===== config.mk =====
export PLATFORM = sky130hd
export DESIGN_NAME = clk_div_ctrl
export DESIGN_NICKNAME = d
export VERILOG_FILES = /design/src/rtl/clk_div_ctrl.sv
export SDC_FILE = /design/constraint.sdc
export NUM_CORES = 1
export LEC_CHECK = 0
export ABC_AREA = 1
export CAP_MARGIN = 20
export CORE_MARGIN = 2
export CORE_UTILIZATION = 48
export DETAILED_ROUTE_END_ITERATION = 8
export PLACE_DENSITY = 0.77
export SLEW_MARGIN = 10
export SYNTH_ARGS = -nofsm -noshare
export SYNTH_HDL_FRONTEND = slang
export SYNTH_SLANG_ARGS = --single-unit

===== constraint.sdc =====
create_clock -name clk_hf -period 1.5 [get_ports clk_hf]
set_input_delay 0.3 -clock clk_hf [delete_from_list [all_inputs] [get_ports clk_hf]]
set_output_delay 0.3 -clock clk_hf [all_outputs]
set_load 0.005 [all_outputs]

===== src/rtl/clk_div_ctrl.sv =====
// Clock-enable controller: derives ce / ce_double from the oscillator clock at a
// programmable power-of-two ratio, with boundary-aligned ratio switching and gating.
module clk_div_ctrl #(
  parameter logic [1:0] RESET_DIV = 2'd1
) (
  input  logic       clk_hf,
  input  logic       reset_n,
  input  logic       cfg_valid,
  input  logic [1:0] cfg_div,
  output logic       cfg_ready,
  input  logic       gate_req,
  output logic       gate_ack,
  output logic       ce,
  output logic       ce_double,
  output logic [1:0] cur_div,
  output logic       switch_done,
  output logic [3:0] phase
);

  typedef enum logic [1:0] {
    ST_RUN         = 2'd0,
    ST_SWITCH_PEND = 2'd1,
    ST_GATED       = 2'd2
  } state_t;

  state_t     r_state;
  state_t     w_state_next;
  logic [3:0] r_cnt;
  logic [3:0] w_cnt_next;
  logic [1:0] r_cur_div;
  logic [1:0] w_cur_div_next;
  logic [1:0] r_pend_div;
  logic [1:0] w_pend_div_next;
  logic       r_switch_done;
  logic       w_switch_done_next;

  logic [3:0] w_last;
  logic [3:0] w_half;
  logic       w_boundary;
  logic       w_handshake;

  // Last count of the period (N-1) and of its first half (N/2-1).
  always_comb begin
    w_last = 4'd3;
    w_half = 4'd1;
    case (r_cur_div)
      2'd0: begin w_last = 4'd1;  w_half = 4'd0; end
      2'd1: begin w_last = 4'd3;  w_half = 4'd1; end
      2'd2: begin w_last = 4'd7;  w_half = 4'd3; end
      2'd3: begin w_last = 4'd15; w_half = 4'd7; end
      default: begin w_last = 4'd3; w_half = 4'd1; end
    endcase
  end

  assign w_boundary  = (r_cnt == w_last);
  assign cfg_ready   = (r_state != ST_SWITCH_PEND);
  assign w_handshake = cfg_valid && cfg_ready;

  assign ce          = (r_state != ST_GATED) && w_boundary;
  assign ce_double   = (r_state != ST_GATED) && ((r_cnt == w_half) || w_boundary);
  assign gate_ack    = (r_state == ST_GATED);
  assign cur_div     = r_cur_div;
  assign switch_done = r_switch_done;
  assign phase       = r_cnt;

  always_comb begin
    w_state_next       = r_state;
    w_cnt_next         = w_boundary ? 4'd0 : r_cnt + 4'd1;
    w_cur_div_next     = r_cur_div;
    w_pend_div_next    = r_pend_div;
    w_switch_done_next = 1'b0;
    case (r_state)
      ST_RUN: begin
        // A handshake wins over a gate request; the gate is honoured at the switching boundary.
        if (w_handshake) begin
          w_pend_div_next = cfg_div;
          w_state_next    = ST_SWITCH_PEND;
        end else if (w_boundary && gate_req) begin
          w_state_next = ST_GATED;
        end
      end
      ST_SWITCH_PEND: begin
        if (w_boundary) begin
          w_cur_div_next     = r_pend_div;
          w_switch_done_next = 1'b1;
          w_state_next       = gate_req ? ST_GATED : ST_RUN;
        end
      end
      ST_GATED: begin
        w_cnt_next = 4'd0;
        if (w_handshake) begin
          w_cur_div_next     = cfg_div;
          w_switch_done_next = 1'b1;
        end
        if (!gate_req) begin
          w_state_next = ST_RUN;
        end
      end
      default: begin
        w_state_next = ST_RUN;
        w_cnt_next   = 4'd0;
      end
    endcase
  end

  always_ff @(posedge clk_hf or negedge reset_n) begin
    if (!reset_n) begin
      r_state       <= ST_RUN;
      r_cnt         <= 4'd0;
      r_cur_div     <= RESET_DIV;
      r_pend_div    <= RESET_DIV;
      r_switch_done <= 1'b0;
    end else begin
      r_state       <= w_state_next;
      r_cnt         <= w_cnt_next;
      r_cur_div     <= w_cur_div_next;
      r_pend_div    <= w_pend_div_next;
      r_switch_done <= w_switch_done_next;
    end
  end

endmodule

==> results of run 1 <==
[power by group through the flow]
stage / clock network, mW / registers [mW] / logic [mW]
after global placement: 0 / 0.542 / 1.37
after detailed placement: 0 / 0.547 / 1.40
after global routing: 0.221 / 0.598 / 1.85
final: 0.209 / 0.580 / 1.69
after floorplan: 0 / 0.554 / 0.739
after CTS: 0.212 / 0.554 / 1.51
[state kept, by name (all words and copies together), names as in the netlist]
register,cells
phase,4
r_pend_div,2
r_state,2
cur_div,2
switch_done,1
[final timing paths]
kind | from | end | slack [ps] | cells after the start
worst min register to register | r_pend_div[0] | r_pend_div[0] | 490 | 2
worst max register to register | cur_div[0] | switch_done | -50 | 6
min in group clk_hf | r_pend_div[0] | r_pend_div[0] | 490 | 2
worst max-delay path | cur_div[0] | ce_double | -300 | 5
max in group asynchronous | reset_n | cur_div[1] | 740 | 1
worst min-delay path | reset_n | r_pend_div[1] | 370 | 1
[repair_timing]
item	4_1_cts	5_1_grt
pin swaps	2	8
setup endpoints to repair	14	15
setup buffers	6	3
gates resized for setup	29	17
[through the flow]
step / TNS, ps / std cells / hold slack (ps)
6_report: -833 / 156 / 373
5_1_grt: -1620 / 156 / 415
4_1_cts: -925 / 153 / 375
3_5_place_dp: -838 / 143 / 469
3_3_place_gp: -638 / 143 / 462
2_1_floorplan: 0 / 97 / 4.41
[cells by family (layout without fill, tap and decap cells)]
family,after synthesis,count (layout),synth area share (%)
AO/OA/AOI/OAI,13,13,11.6
flip-flops,11,11,37.8
adder cells (fa/ha/maj),4,4,6.80
XOR/XNOR,5,5,5.95
buffers and inverters,18,61,9.18
AND/OR/NAND/NOR,46,46,28.7
[synth_stat cells (2+ instances only)]
master / count
a21oi_1: 3
dfrtp_1: 9
dfstp_2: 2
ha_1: 4
inv_1: 16
nand2_1: 20
nand2_2: 4
nand3_1: 2
nor2_1: 14
nor2_4: 2
nor3_1: 2
o21ai_0: 4
o21ai_1: 2
xnor2_1: 3
xor2_1: 2
[metal layers]
| layer | vias to the layer above | routed length, µm | GRT usage [%] |
|---|---|---|---|
| met3 | 4 | 67 | 3.83 |
| met4 | 0 | 43 | 5.45 |
| li1 | 387 | - | - |
| met2 | 17 | 1060 | 37.0 |
| met5 | - | 0 | 0 |
| met1 | 370 | 917 | 29.4 |
[worst register-to-register path, stage by stage (launching register included)]
cell	delay (ps)
dfstp_2	610
a21oi_1	100
nor2_1	130
nand3_2	120
buf_4	170
o22ai_1	190
and2_1	170
[layout by cell type (no fill, tap or decap)]
cell type	Yosys	layout
o22ai_1	1	1
clkbuf_4	0	3
dlygate4sd2_1	0	2
buf_4	0	19
a21oi_4	1	1
clkbuf_1	1	1
inv_1	16	12
a21oi_1	3	2
buf_6	0	5
nor2_2	0	1
dlymetal6s2s_1	0	2
o21ai_4	0	1
a21oi_2	0	1
nand2_4	0	2
clkdlybuf4s15_1	0	2
ha_1	4	2
nor2_4	2	4
nand3_1	2	2
o2111ai_1	1	1
nand3_2	1	1
nor2_1	14	11
xnor2_1	3	2
buf_2	0	3
dfstp_2	2	2
inv_2	1	5
ha_2	0	1
clkdlybuf4s50_1	0	7
nand2_2	4	4
o21ai_0	4	4
xnor2_2	0	1
nand2_1	20	18
xor2_1	2	2
and2_1	1	1
nor3_1	2	2
dfrtp_2	0	2
o21ai_1	2	2
dfrtp_1	9	7
ha_4	0	1
[layout make-up]
type | count | area, µm² | share of cell area, %
multi-input cells | 68 | 457 | 38.3
repair buffers | 40 | 347 | 29.0
flip-flops and latches | 11 | 280 | 23.5
inverters | 17 | 63.8 | 5.35
clock buffers | 4 | 26.3 | 2.20
well taps | 16 | 20.0 | 1.68
==> summary.txt, run 1 <==
Place
  – Port bufs: 16
  – Placer Congestion: 0.783
  – Setup WS pre-CTS: -391 ps
  – DP Wirelength: 1280 µm
  – Dpl cell area: 1020 µm²

Synth
  – Synth async-reset ratio: 100%
  – Post-synthesis sequential area ratio: 37.8%
  – Dominant synthesized flop cell: dfrtp_1
  – Syn Area/Cell: 7.58 µm²
  – #FFs+latches synth: 11
  – Post-Syn Area: 736 µm²
  – Mapped Nets: 107
  – Library cells used by synthesis: 23
  – Post-synthesis cell count: 97
  – Synth area leaders: dfrtp_1 (31%), nand2_1 (10%), inv_1 (8.2%)
  – Yosys top cell area share: 30.6%
  – Yosys top cell by area: dfrtp_1
  – Number of flops mapped to enable cells by yosys: 0
  – Yosys warning total: 0

Routing
  – Detailed Route WL: 2090 µm
  – Post-DRT Antenna Nets: 0
  – Via count: 778
  – Initial drt markers: 11
  – DR DRC count: 0
  – Wire length per cell: 13.4 µm
  – DRT Pass-1 Iters: 4
  – Routed vias/inst: 4.99

Floorplanning
  – Die span in x: 43.2 µm
  – Die height: 43.2 µm
  – Core area: 1470 µm²
  – Die area: 1860 µm²
  – # IOs: 17
  – Row count: 14
  – Initial Utilization: 50.0%

Critical path
  – Req. time, crit path: 1200 ps
  – Maximum fanout along the worst path: 5
  – Crit path max-delay family: flip-flops
  – Worst setup EP type: output port
  – Crit Path Category: flip-flop to output port
  – Buf/Inv on CP: 1
  – Most used cell, CP: a21oi_1
  – Max stage delay cell, worst path: dfstp_2
  – Slowest stage delay, CP: 610 ps
  – Critical path startpoint category: flip-flop
  – Data arrival, critical path: 1500 ps
  – Worst path cell trace: a21oi_1 -> nor2_1 -> nand3_2 -> a21oi_1 -> buf_2

Clock network
  – Clock Path Buffers: 2
  – H-tree Lvls: 1
  – TritonCTS clock tree: yes
  – CTS Sinks: 11
  – CTS buffer count: 3
  – Clk_lat worst skew: 270 ps
  – Clock Pin Slew Worst Setup and Hold Paths: 70 ps
  – Hold_buf cts: 0
  – Clk root buf: clkbuf_4

STA
  – Final WS setup: -297 ps
  – Clock Skew: 1.74 ps
  – Max Clock Freq: 556 MHz
  – Fin. max-slew vios: 0
  – Unrepaired setup endpoints after global routing: yes
  – Setup violators final: 8
  – Slew headroom: 64.1%
  – Final hold vios: 0
  – Part of the cycle the worst path needs: 120%
  – Worst-Margin Slew: 537 ps
  – Fin crit period: 1800 ps

Min path
  – HP Class: primary input to asynchronous set/reset pin

Status
  – Failing checks: negative setup slack
  – Status: finished with violations

Power and ir drop
  – Leak: 0.622 nW
  – Int Pwr: 1.40 mW
  – Combinational share of power: 68.2%
  – PwrDens: 2080 nW/µm²
  – P_sw: 1.08 mW
  – Clk pwr share: 8.4%
  – Seq pwr share: 23.4%
  – Switch share: 43.5%
  – Maximum vdd drop: 1.32 mV
  – Tot Pwr: 2.48 mW

Final layout
  – Nets: 151
  – Fin util: 81.1%
  – Post-route cell area: 1190 µm²
  – Layout cells sized above 1: 40.7%
  – Area delta synth->final: 62.2%
  – Filler instances: 97
  – N_diodes: 0

Global routing
  – First-pass GRT wire length: 3080 µm
  – Total track usage: 22.1%
  – Initial antenna violation count: 0
  – Pin count of the biggest net entering global routing: 12
  – GR Overflow Total: 0
  – Vias in the first global route: 727

Run
  – Max-Cap Viols: 0
Power figures use the tool's default switching activity.
==> inputs of run 2 (changes only) <==
--- a/config.mk
+++ b/config.mk
@@ -8,9 +8,9 @@
 export ABC_AREA = 1
 export CAP_MARGIN = 20
 export CORE_MARGIN = 2
-export CORE_UTILIZATION = 48
+export CORE_UTILIZATION = 43
 export DETAILED_ROUTE_END_ITERATION = 8
-export PLACE_DENSITY = 0.77
+export PLACE_DENSITY = 0.73
 export SLEW_MARGIN = 10
 export SYNTH_ARGS = -nofsm -noshare
 export SYNTH_HDL_FRONTEND = slang
==> constraint.sdc (replaced) <==
create_clock -name clk_hf -period 1.6 [get_ports clk_hf]
set_input_delay 0.32 -clock clk_hf [delete_from_list [all_inputs] [get_ports clk_hf]]
set_output_delay 0.32 -clock clk_hf [all_outputs]
set_load 0.005 [all_outputs]
==> summary.txt, run 2 (synthesis gave the netlist of run 1 again) <==
Status
  – Status: finished with violations
  – Failing checks: negative setup slack

STA
  – Worst-Margin Slew: 493 ps
  – Clock Skew: 0.863 ps
  – Part of the cycle the worst path needs: 115%
  – Setup TNS Final: -1530 ps
  – Max Clock Freq: 544 MHz
  – Final hold vios: 0
  – Fin crit period: 1840 ps
  – Unrepaired setup endpoints after global routing: yes
  – Setup violators final: 8
  – Final WS setup: -237 ps
  – Slew headroom: 67.1%
  – Hold slack: 376 ps
  – Fin. max-slew vios: 0

Clock network
  – CTS Sinks: 11
  – H-tree Lvls: 1
  – Clk root buf: clkbuf_4
  – Clock Pin Slew Worst Setup and Hold Paths: 70 ps
  – Clk_lat worst skew: 270 ps
  – CTS buffer count: 3
  – Clock Path Buffers: 2
  – TritonCTS clock tree: yes

Place
  – DP Wirelength: 1260 µm
  – Port bufs: 16
  – Placer Congestion: 0.846
  – Post-Place Cells: 143
  – Setup WS pre-CTS: -276 ps

Floorplanning
  – Die area: 2060 µm²
  – Die height: 45.4 µm
  – Core area: 1560 µm²
  – # IOs: 17
  – Initial Utilization: 47.2%
  – Die span in x: 45.4 µm
  – Row count: 14

Routing
  – Wire length per cell: 13.8 µm
  – Detailed Route WL: 2200 µm
  – Routed vias/inst: 5.09
  – Initial drt markers: 21
  – Post-DRT Antenna Nets: 0
  – Via count: 809
  – DRT Pass-1 Iters: 5
  – DR DRC count: 0

Power and ir drop
  – PwrDens: 2000 nW/µm²
  – Leak: 0.630 nW
  – Tot Pwr: 2.46 mW
  – Maximum vdd drop: 1.30 mV

Final layout
  – Final Non-Filler Cells: 159
  – Register area: 280 µm²
  – Multi-input logic area: 454 µm²
  – Layout cells sized above 1: 44.1%
  – Filler instances: 106
  – Area delta synth->final: 67.0%
  – Most frequent cells in the layout: buf_4 (18), nand2_1 (17), inv_1 (13)
  – N_diodes: 0
  – Most common cell after layout, fill and taps aside: buf_4
  – Nets: 154
  – Max FFs per register: 4

Critical path
  – Critical path startpoint category: flip-flop
  – Worst path cell trace: nand2_2 -> buf_4 -> nand2_2 -> nand2_2 -> nand3_2 -> a21oi_1 -> buf_2
  – Slowest stage delay, CP: 590 ps
  – Most used cell, CP: nand2_2
  – Req. time, crit path: 1280 ps
  – Crit Path Category: flip-flop to output port
  – Max stage delay cell, worst path: dfstp_2
  – Worst setup EP type: output port
  – Maximum fanout along the worst path: 5
  – Data arrival, critical path: 1520 ps

Global routing
  – First-pass GRT wire length: 3310 µm
  – GR Overflow Total: 0
  – Total track usage: 23.5%
  – Pin count of the biggest net entering global routing: 12
  – Vias in the first global route: 776
  – Initial antenna violation count: 0

Min path
  – HP Class: primary input to asynchronous set/reset pin

Run
  – Max-Cap Viols: 0
[run 2: area by class of cell]
cell class / count / share of cell area [%]
Clock buffer: 4 / 2.14
Inverter: 17 / 5.19
Multi-Input combinational cell: 68 / 37.0
Sequential cell: 11 / 22.8
Tap cell: 16 / 1.63
Timing Repair Buffer: 43 / 31.3
[run 2: report_power, final]
part           switching, mW  internal [mW]  total [mW]
Sequential             0.122          0.406       0.528
Combinational          0.846          0.891        1.74
Clock                 0.0958         0.0967       0.192
Total                   1.06           1.39        2.46
[run 2: critical path, delay by kind of cell, from the launching register on]
kind	cells	cell delay [ps]
buffers and inverters	2	260
AO/OA/AOI/OAI	1	70
AND/OR/NAND/NOR	4	320
flip-flops	1	590
[run 2: routing by layer]
layer	part of all wire (%)	global-route usage [%]	vias up
met3	5.8	4.80	12
met2	53	42.0	35
met5	0	0	-
li1	-	-	389
met1	37	25.6	373
met4	4.1	12.9	0
[run 2: worst paths after layout]
check	startpoint	endpoint	slack, ps	cells past startpoint
worst min register to register	r_pend_div[0]	r_pend_div[0]	480	2
max in group asynchronous	reset_n	cur_div[1]	860	1
worst max-delay path	cur_div[0]	ce_double	-240	7
worst min-delay path	reset_n	r_state[0]	380	1
worst max register to register	cur_div[0]	phase[3]	-220	12
min in group clk_hf	r_pend_div[0]	r_pend_div[0]	480	2
[run 2: what timing repair did]
action / in CTS / in global routing
endpoints found under the setup margin: 10 / 13
gates resized for setup: 32 / 20
pin swaps: 7 / 8
buffers inserted: 9 / 4
hold buffers: 0 / 0
endpoints found under the hold margin: 0 / 0
[run 2: through the flow]
step	util, %	instance area [µm²]
6_report	78.8	1230
2_1_floorplan	-	736
3_3_place_gp	65.7	1020
3_5_place_dp	65.7	1020
4_1_cts	73.6	1150
5_1_grt	78.8	1230
